File: src/rtl/sync_fifo_pkg.sv
// sync_fifo_pkg
// Shared definitions for the sync_fifo_fwft_level FIFO and its storage array:
//   fifo_mode_e  - read-port behaviour (standard 1-cycle latency or FWFT)
//   lvl_width()  - bit width needed to hold a fill level of 0..depth
package sync_fifo_pkg;

    typedef enum logic {
        FIFO_MODE_STD  = 1'b0,
        FIFO_MODE_FWFT = 1'b1
    } fifo_mode_e;

    function automatic int lvl_width(input int depth);
        return $clog2(depth + 1);
    endfunction

endpackage

File: src/rtl/sync_fifo_ram.sv
// sync_fifo_ram
// Simple dual-port register array, DATA_WIDTH x DEPTH. Synchronous write and
// registered read with read enable. The array itself is not reset; only the
// read register is, so the FIFO read data comes out of reset as zero.
// Ports:
//   clk, rst_n         clock, synchronous active-low reset (read register only)
//   wr_en/wr_addr/wr_data   write port
//   rd_en/rd_addr           read request; rd_data updates on the next edge
//   rd_data                 registered read data, holds when rd_en is low
module sync_fifo_ram #(
    parameter int DATA_WIDTH = 8,
    parameter int DEPTH      = 12,
    parameter int ADDR_W     = $clog2(DEPTH)
) (
    input  logic                  clk,
    input  logic                  rst_n,
    input  logic                  wr_en,
    input  logic [ADDR_W-1:0]     wr_addr,
    input  logic [DATA_WIDTH-1:0] wr_data,
    input  logic                  rd_en,
    input  logic [ADDR_W-1:0]     rd_addr,
    output logic [DATA_WIDTH-1:0] rd_data
);

    logic [DATA_WIDTH-1:0] mem [DEPTH];

    always_ff @(posedge clk) begin
        if (wr_en) begin
            mem[wr_addr] <= wr_data;
        end
    end

    always_ff @(posedge clk) begin
        if (!rst_n) begin
            rd_data <= '0;
        end else if (rd_en) begin
            rd_data <= mem[rd_addr];
        end
    end

endmodule

File: src/rtl/sync_fifo_fwft_level.sv
// sync_fifo_fwft_level
// Synchronous FIFO of arbitrary depth with selectable read mode (standard or
// first-word-fall-through), registered fill level, hysteretic high/low
// threshold flags and sticky overflow/underflow status.
// Optional build macro SYNC_FIFO_PEAK_LEVEL_EN adds o_peak_level, a registered
// running maximum of o_level.
// Ports:
//   clk, rst_n               clock, synchronous active-low reset
//   i_clr                    synchronous flush (stickies untouched)
//   i_wr_en, i_wr_data       write request/data; o_full when level == DEPTH
//   i_rd_en                  STD: read request; FWFT: pop of the head word
//   o_rd_data, o_rd_valid    read data; STD valid is a pulse, FWFT valid is level
//   o_empty, o_level         level == 0, entries held
//   i_thr_high/i_thr_low     thresholds; o_high/o_low registered flags
//   i_err_clr                clears o_ovf_sticky/o_udf_sticky
//   o_peak_level             (SYNC_FIFO_PEAK_LEVEL_EN only) peak of o_level
module sync_fifo_fwft_level
    import sync_fifo_pkg::*;
#(
    parameter int         DATA_WIDTH = 8,
    parameter int         DEPTH      = 12,
    parameter fifo_mode_e MODE       = FIFO_MODE_STD,
    parameter int         HYST       = 1,
    localparam int        LVL_W      = lvl_width(DEPTH)
) (
    input  logic                  clk,
    input  logic                  rst_n,
    input  logic                  i_clr,
    input  logic                  i_wr_en,
    input  logic [DATA_WIDTH-1:0] i_wr_data,
    output logic                  o_full,
    input  logic                  i_rd_en,
    output logic [DATA_WIDTH-1:0] o_rd_data,
    output logic                  o_rd_valid,
    output logic                  o_empty,
    output logic [LVL_W-1:0]      o_level,
    input  logic [LVL_W-1:0]      i_thr_high,
    input  logic [LVL_W-1:0]      i_thr_low,
    output logic                  o_high,
    output logic                  o_low,
    input  logic                  i_err_clr,
    output logic                  o_ovf_sticky,
    output logic                  o_udf_sticky
`ifdef SYNC_FIFO_PEAK_LEVEL_EN
    ,
    output logic [LVL_W-1:0]      o_peak_level
`endif
);

    localparam int               PTR_W    = $clog2(DEPTH);
    localparam logic [PTR_W-1:0] PTR_LAST = PTR_W'(DEPTH - 1);
    localparam logic [LVL_W-1:0] LVL_FULL = LVL_W'(DEPTH);
    localparam logic [LVL_W:0]   HYST_X   = (LVL_W + 1)'(HYST);

    logic [PTR_W-1:0] wr_ptr;
    logic [PTR_W-1:0] rd_ptr;
    logic [LVL_W-1:0] level;
    logic [LVL_W-1:0] level_nxt;
    logic             valid_q;
    logic             wr_acc;
    logic             rd_acc;
    logic             ram_rd;
    logic             ovf_evt;
    logic             udf_evt;
    logic             high_q;
    logic             low_q;
    logic             high_nxt;
    logic             low_nxt;
    logic             ovf_q;
    logic             udf_q;
    logic [LVL_W:0]   l_x;
    logic [LVL_W:0]   thh_x;
    logic [LVL_W:0]   thl_x;

    assign o_full  = (level == LVL_FULL);
    assign o_empty = (level == '0);

    assign wr_acc  = i_wr_en & ~o_full & ~i_clr;
    assign ovf_evt = i_wr_en & o_full;

    // In FWFT mode the RAM read register doubles as the output stage. A word
    // is fetched whenever the RAM holds something (level counts the staged
    // word too) and the stage is empty or being popped this cycle, which
    // keeps back-to-back pops bubble-free.
    always_comb begin
        rd_acc = 1'b0;
        ram_rd = 1'b0;
        if (MODE == FIFO_MODE_FWFT) begin
            rd_acc = i_rd_en & valid_q & ~i_clr;
            ram_rd = (level != LVL_W'(valid_q)) & (~valid_q | rd_acc) & ~i_clr;
        end else begin
            rd_acc = i_rd_en & ~o_empty & ~i_clr;
            ram_rd = rd_acc;
        end
    end

    assign udf_evt = i_rd_en & ~rd_acc & ~i_clr;

    always_comb begin
        level_nxt = level;
        if (i_clr) begin
            level_nxt = '0;
        end else if (wr_acc && !rd_acc) begin
            level_nxt = level + LVL_W'(1);
        end else if (rd_acc && !wr_acc) begin
            level_nxt = level - LVL_W'(1);
        end
    end

    // Threshold compares are one bit wider than the level so that adding the
    // hysteresis can never wrap.
    always_comb begin
        l_x   = {1'b0, level_nxt};
        thh_x = {1'b0, i_thr_high};
        thl_x = {1'b0, i_thr_low};

        high_nxt = high_q;
        if (l_x >= thh_x) begin
            high_nxt = 1'b1;
        end else if ((l_x + HYST_X) < thh_x) begin
            high_nxt = 1'b0;
        end

        low_nxt = low_q;
        if (l_x <= thl_x) begin
            low_nxt = 1'b1;
        end else if (l_x > (thl_x + HYST_X)) begin
            low_nxt = 1'b0;
        end
    end

    always_ff @(posedge clk) begin
        if (!rst_n) begin
            wr_ptr  <= '0;
            rd_ptr  <= '0;
            level   <= '0;
            valid_q <= 1'b0;
            high_q  <= 1'b0;
            low_q   <= 1'b1;
            ovf_q   <= 1'b0;
            udf_q   <= 1'b0;
        end else begin
            level  <= level_nxt;
            high_q <= high_nxt;
            low_q  <= low_nxt;
            ovf_q  <= ovf_evt | (ovf_q & ~i_err_clr);
            udf_q  <= udf_evt | (udf_q & ~i_err_clr);

            if (i_clr) begin
                wr_ptr  <= '0;
                rd_ptr  <= '0;
                valid_q <= 1'b0;
            end else begin
                if (wr_acc) begin
                    wr_ptr <= (wr_ptr == PTR_LAST) ? '0 : wr_ptr + PTR_W'(1);
                end
                if (ram_rd) begin
                    rd_ptr <= (rd_ptr == PTR_LAST) ? '0 : rd_ptr + PTR_W'(1);
                end
                if (MODE == FIFO_MODE_FWFT) begin
                    valid_q <= ram_rd | (valid_q & ~rd_acc);
                end else begin
                    valid_q <= rd_acc;
                end
            end
        end
    end

    sync_fifo_ram #(
        .DATA_WIDTH (DATA_WIDTH),
        .DEPTH      (DEPTH),
        .ADDR_W     (PTR_W)
    ) u_ram (
        .clk     (clk),
        .rst_n   (rst_n),
        .wr_en   (wr_acc),
        .wr_addr (wr_ptr),
        .wr_data (i_wr_data),
        .rd_en   (ram_rd),
        .rd_addr (rd_ptr),
        .rd_data (o_rd_data)
    );

    assign o_rd_valid   = valid_q;
    assign o_level      = level;
    assign o_high       = high_q;
    assign o_low        = low_q;
    assign o_ovf_sticky = ovf_q;
    assign o_udf_sticky = udf_q;

`ifdef SYNC_FIFO_PEAK_LEVEL_EN
    // Tracks the registered level, so it trails o_level by one cycle.
    logic [LVL_W-1:0] peak_q;

    always_ff @(posedge clk) begin
        if (!rst_n) begin
            peak_q <= '0;
        end else if (i_clr) begin
            peak_q <= '0;
        end else if (i_err_clr) begin
            peak_q <= level;
        end else if (level > peak_q) begin
            peak_q <= level;
        end
    end

    assign o_peak_level = peak_q;
`endif

endmodule

File: config.mk
export PLATFORM = sky130hd
export DESIGN_NAME = sync_fifo_fwft_level
export DESIGN_NICKNAME = d
export VERILOG_FILES = /design/src/rtl/sync_fifo_pkg.sv /design/src/rtl/sync_fifo_ram.sv /design/src/rtl/sync_fifo_fwft_level.sv
export SDC_FILE = /design/constraint.sdc
export NUM_CORES = 1
export LEC_CHECK = 0
export BUFFER_PORTS_ARGS = -buffer_cell sky130_fd_sc_hd__buf_2
export CAP_MARGIN = 20
export CORE_MARGIN = 2
export CORE_UTILIZATION = 30
export CTS_CLUSTER_SIZE = 28
export DETAILED_ROUTE_END_ITERATION = 10
export SLEW_MARGIN = 0
export SYNTH_ARGS = -nofsm -noshare
export SYNTH_HDL_FRONTEND = slang
export SYNTH_SLANG_ARGS = --single-unit
File: constraint.sdc
create_clock -name clk -period 3.6 [get_ports clk]
set_clock_uncertainty 0.2 [all_clocks]
set_input_delay 0.72 -clock clk [delete_from_list [all_inputs] [get_ports clk]]
set_output_delay 0.72 -clock clk [all_outputs]
set_load 0.05 [all_outputs]
# Word level (Yosys, flattened, before mapping)
# Memory sizes are Yosys's and may differ from the RTL's. A register that Yosys moved wholly into a read port is not among the register bits.
# Cells that the tools add are included.
# word_totals
reg_bits,17
elab_cells,57
memories,1
out_inout_bits,19
mem_bits_rw,96
# op_classes
n_lt_le_gt_ge,4
reduce_logical,9
bitwise,17
addsub,6
mux,9
n_eq_ne,3
# memory_table
name,words,word_bits,rd,rd_clocked_by_memory_dff,write_ports,line_no,source
u_ram.mem,12,8,1,1,1,sync_fifo_ram.sv:25,logic [DATA_WIDTH-1:0] mem [DEPTH];
# op_table
operator,count
$mux W4,5
$add A4 B1 Y4 const B,3
$eq A4 B4 Y1 const B,3
$add A4 B1 Y5 const B,2
$and A1 B1 Y1,9
$not A1 Y1,6
$gt A4 B5 Y1,1
$lt A5 B4 Y1,1
$ge A4 B4 Y1,1
$le A4 B4 Y1,1
$logic_not A4 Y1,1
$mux W1,4
$reduce_or A2 Y1,2
$sub A4 B1 Y4 const B,1
$logic_not A1 Y1,3
$logic_and A1 B1 Y1,2
$or A1 B1 Y1,2
$reduce_bool A2 Y1,1

# Logic depth before layout (Yosys ltp)
# depth
depth_word,13
depth_mapped,15
ltp_nobuf,15

# Hierarchy
# A second synthesis with hierarchy kept.
# unflattened
cells_unflattened,396
hier_area_um2,5437.7
# by_module_without_submodules
module,area_each_um2,seq_area_each_um2,cells_each,n_inst
sync_fifo_ram,4063.9,3042.9,227,1
sync_fifo_fwft_level,1373.8,340.3,169,1

# Least setup slack after synthesis
# OpenSTA, ideal clock, no wires.
# synth_path
path_kind,register -> register
start,"reg level[0], in the netlist o_level[0]"
end,"reg high_q, in the netlist o_high"
arrival_time_ps,3550
setup_slack_ps,-269
synth_period_minus_slack_ps,3869
stages_incl_launch_ff,16
required_ps,3281
cell_sequence,dfxtp_1 > inv_1 > ha_1 > and3_1 > buf_12 > nor2_4 > xnor2_1 > mux2_2 > inv_1 > ha_1 > nand2b_1 > a21o_1 > a21o_1 > a21o_1 > a211o_1 > o221a_1
# synth_between
elab_chain_len,12
# synth_lines
item,line_no,source
from (decl),sync_fifo_fwft_level.sv:57,logic [LVL_W-1:0] level;
from (signal assigned),sync_fifo_fwft_level.sv:143,level <= level_nxt;
$eq A4 B4 Y1 *,sync_fifo_fwft_level.sv:75,assign o_full = (level == LVL_FULL);
net o_full,sync_fifo_fwft_level.sv:31,"output logic o_full,"
$not A1 Y1 *,sync_fifo_fwft_level.sv:78,assign wr_acc = i_wr_en & ~o_full & ~i_clr;
$and A1 B1 Y1 * (2 in series),sync_fifo_fwft_level.sv:78,
$logic_not A1 Y1,sync_fifo_fwft_level.sv:105,end else if (rd_acc && !wr_acc) begin
$logic_and A1 B1 Y1,sync_fifo_fwft_level.sv:105,
$mux W4,sync_fifo_fwft_level.sv:105,
$mux W4 *,sync_fifo_fwft_level.sv:103,end else if (wr_acc && !rd_acc) begin
$mux W4 *,sync_fifo_fwft_level.sv:101,if (i_clr) begin
net level_nxt[0],sync_fifo_fwft_level.sv:58,logic [LVL_W-1:0] level_nxt;
$add A4 B1 Y5,sync_fifo_fwft_level.sv:120,end else if ((l_x + HYST_X) < thh_x) begin
$lt A5 B4 Y1,sync_fifo_fwft_level.sv:120,
$reduce_bool A2 Y1 (no line),n/a,
to (signal assigned),sync_fifo_fwft_level.sv:144,high_q <= high_nxt;
to (decl),sync_fifo_fwft_level.sv:65,logic high_q;
# Mark *: on every way through the listed nets, which the timed path passes. The rest lies on a longest branch.
# A chain may end at the register's enable or synchronous reset.

# Worst setup path after layout
# layout_path
start,"reg level[0], in the netlist o_level[0]"
end,"reg high_q, in the netlist o_high"
# layout_between
elab_chain_len,12
# layout_lines
item,line_no
$eq A4 B4 Y1,sync_fifo_fwft_level.sv:75
$not A1 Y1,sync_fifo_fwft_level.sv:78
$and A1 B1 Y1 (2 in series),sync_fifo_fwft_level.sv:78
$logic_not A1 Y1,sync_fifo_fwft_level.sv:105
$logic_and A1 B1 Y1,sync_fifo_fwft_level.sv:105
$mux W4,sync_fifo_fwft_level.sv:105
$mux W4 *,sync_fifo_fwft_level.sv:103
$mux W4 *,sync_fifo_fwft_level.sv:101
net level_nxt[1],sync_fifo_fwft_level.sv:58
$add A4 B1 Y5,sync_fifo_fwft_level.sv:120
$lt A5 B4 Y1,sync_fifo_fwft_level.sv:120
$reduce_bool A2 Y1 (no line),n/a
# Marked as above.

==> results.toml <==
[status]
status = "complete, no violations"

[synthesis]
netlist-cell-type-count = 51
synth_flop_cell = "edfxtp_1"
synth.yosys.warnings = 0
synth_area_sq_mm = 0.00542
postSynthCellCount = 354
ys_ff_latch = 121
synth_nets = 401
synth-async-reset-ratio = 0
synth_edf_count = 96
synth_area_per_cell_sq_um = 15.3
yosysSeqAreaShare = 0.624

[timing]
hold_violations = 0
slew-limit-headroom = 0.551
period_minus_slack_ns = 3.44
worst_slew_pin_slew_ns = 0.673
timing.fmax_ghz = 0.291
setup-violations-final = 0
final.setup.tns_ns = 0
period_share = 0.956
holdWs_ns = 0.293
drv_slew = 0

[setup_path]
critPathKind = "reg -> reg"
startpoint = "o_level[0]$_SDFF_PN0_"
r2r_slack_ns = 0.16
arrival_ns = 3.54
cp.buffers_inverters = 2
timing.rr.end = "o_high$_SDFFE_PN0P_"
rr_startpoint = "o_level[0]$_SDFF_PN0_"
critPathTopFamily = "compound AO/OA/AOI/OAI gates"
setup.worst_path.start_class = "flip-flop"
rr_worst_depth = 15
crit_fanout = 23
crit_top_cell = "ha_1"
cp-end-kind = "flip-flop"
slowest_stage = "or3b_4"
path_depth = 15
cp_cell_sequence = "inv_1, ha_2, or3b_4, nand2_2, buf_12, a21oi_1, a22oi_2, nor2_1, ha_1, ha_1, nor2b_1, o21ai_1, nand2b_1, a211o_1, o221a_1"
cp_slowest_stage_delay_ns = 0.39
cp_data_required_time_ns = 3.69

[cts]
htreeDepth = 4
hold_buffers = 0
cts.sinks = 121
cts_tree = "yes"
post_cts_buffers = 0
root_buffer = "clkbuf_16"
clock_latency_ns = 0.41
cts_inserted_buffers = 17
clk_path_buf_depth = 2
clk_pin_slew_ns = 0.06

[floorplanning]
start_util = 0.304
dieArea_sq_mm = 0.0192
dieWidth_um = 138
num_rows = 49
pin_count = 41
die_h_um = 138
core_sq_mm = 0.0178

[route]
ant_nets = 0
drt_iter0_markers = 193
first_pass_iters = 5
route.detailed.drc = 0
wl_mm = 10.6
via_count = 3077
post_drt_wl_per_cell_um = 16.1
via_per_inst = 4.70

[global_route]
grt_pass1_vias = 3186
met1_usage = 0.140
antenna_found_initial = 0
busiest_layer = "met2"
grtUsageMet3 = 0.0402
grt_pass1_wl_mm = 17.0
grt_overflow_total = 0
grt_max_degree = 28
grt_usage = 0.116
use_met2 = 0.198

[hold_path]
hold_depth = 2
hold_path.class = "reg -> reg"
holdCritStartpoint = "o_low$_SDFFE_PP1N_"
min_to = "o_low$_SDFFE_PP1N_"

[placement]
place_congestion = 0.749
hpwl_mm = 7.21
port_buffers = 40

[power_and_ir_drop]
p_leak_nw = 2.35
powerDensity_mw_per_mm2 = 510
vdd_drop_max_v = 0.000287
power_mw = 3.33

[cells_and_area]
area_growth_pct = 20.3
drive_above_1_share = 0.304
num-nets-final = 459
fill_cells = 1655
layout_common_cells = "edfxtp_1, buf_2, and2_1, mux4_2, ha_1"
layout_commonest_cell = "edfxtp_1"
insertedDiodeCount = 0

[run]
drv_cap = 0
==> flip-flops by register name (all words and copies together) (netlist names) <==
signal	count
rd_ptr	4
u_ram.rd_data	8
o_high	1
o_udf_sticky	1
o_rd_valid	1
o_level	4
u_ram.mem	96
o_ovf_sticky	1
o_low	1
wr_ptr	4
==> worst max-delay path by stage <==
stage | end | slack [ns]
finish | o_high$_SDFFE_PN0P_ | 0.16
global route | o_high$_SDFFE_PN0P_ | -0.05
CTS | o_high$_SDFFE_PN0P_ | 0.02
detailed placement | o_high$_SDFFE_PN0P_ | -0.04
global placement | o_high$_SDFFE_PN0P_ | 0.05
floorplan | o_high$_SDFFE_PN0P_ | 0.04
==> power breakdown <==
part | internal, mW | switching, mW
clock network | 1.02 | 0.607
logic | 0.0716 | 0.106
registers | 1.52 | 0.00662
total | 2.61 | 0.720
==> per-layer routing <==
metal,wire length (um),vias to the layer above
li1,-,1469
met1,4600,1540
met2,5400,56
met3,443,12
met4,110,0
met5,0,-
==> logic make-up (layout without fill, tap and decap cells) <==
kind of cell | count (synthesis) | after routing | synth area share
flops | 121 | 121 | 0.624
simple gates | 83 | 83 | 0.0865
mux | 44 | 44 | 0.139
compound gates | 43 | 43 | 0.0540
buf+inv | 32 | 103 | 0.0286
fa+ha+maj | 26 | 26 | 0.0595
xor+xnor | 5 | 5 | 0.00808
==> repair_timing <==
action                     CTS  global route
resized for setup            1             6
setup endpoints to repair    1             1
pin swaps                    0             1
==> cell usage after synthesis, types with 3 or more instances <==
library cell  number  area [sq um]
o21ai_0            3          15.0
mux2_2             9           101
nand2b_1           6          37.5
nor2b_1            6          37.5
buf_1              4          15.0
nor2_1            10          37.5
xnor2_1            4          35.0
buf_2              4          20.0
a21o_1             3          22.5
and3_1             4          25.0
and2_1            24           150
dfxtp_1           25           500
inv_1             18          67.6
nand2_1           16          60.1
ha_1              25           313
nand3_1            4          20.0
mux2i_1           10           100
mux4_2            24           541
nor3_1             4          20.0
edfxtp_1          96          2880
a21oi_1           11          55.1
o21ai_1            9          45.0
==> worst min-delay path, delay by kind of cell, from the launching register on <==
kind,cells,cell delay (ns)
AOI/OAI and AO/OA,1,0.07
DFF,1,0.33
and+or+nand+nor,1,0.05
==> area by class of cell <==
| cell class | instances | area [sq um] | share of cell area |
|---|---|---|---|
| well taps | 229 | 287 | 0.0439 |
| repair buffers | 52 | 303 | 0.0464 |
| flip-flops and latches | 121 | 3390 | 0.520 |
| multi-input cells | 201 | 1890 | 0.290 |
| inverters | 19 | 73.8 | 0.0113 |
| clock buffers | 18 | 429 | 0.0658 |
| clock inverters | 14 | 148 | 0.0226 |
==> stage by stage <==
stage | worst slack (ns) | instance area (sq um) | instances | utilization
global placement | 0.0497 | 5930 | 622 | 0.332
finish | 0.158 | 6530 | 654 | 0.366
CTS | 0.0246 | 6510 | 654 | 0.365
floorplan | 0.0370 | 5430 | 354 | -
global route | -0.0480 | 6530 | 654 | 0.366
detailed placement | -0.0395 | 5930 | 622 | 0.332
Note: power is estimated with default switching activity, not from simulation.
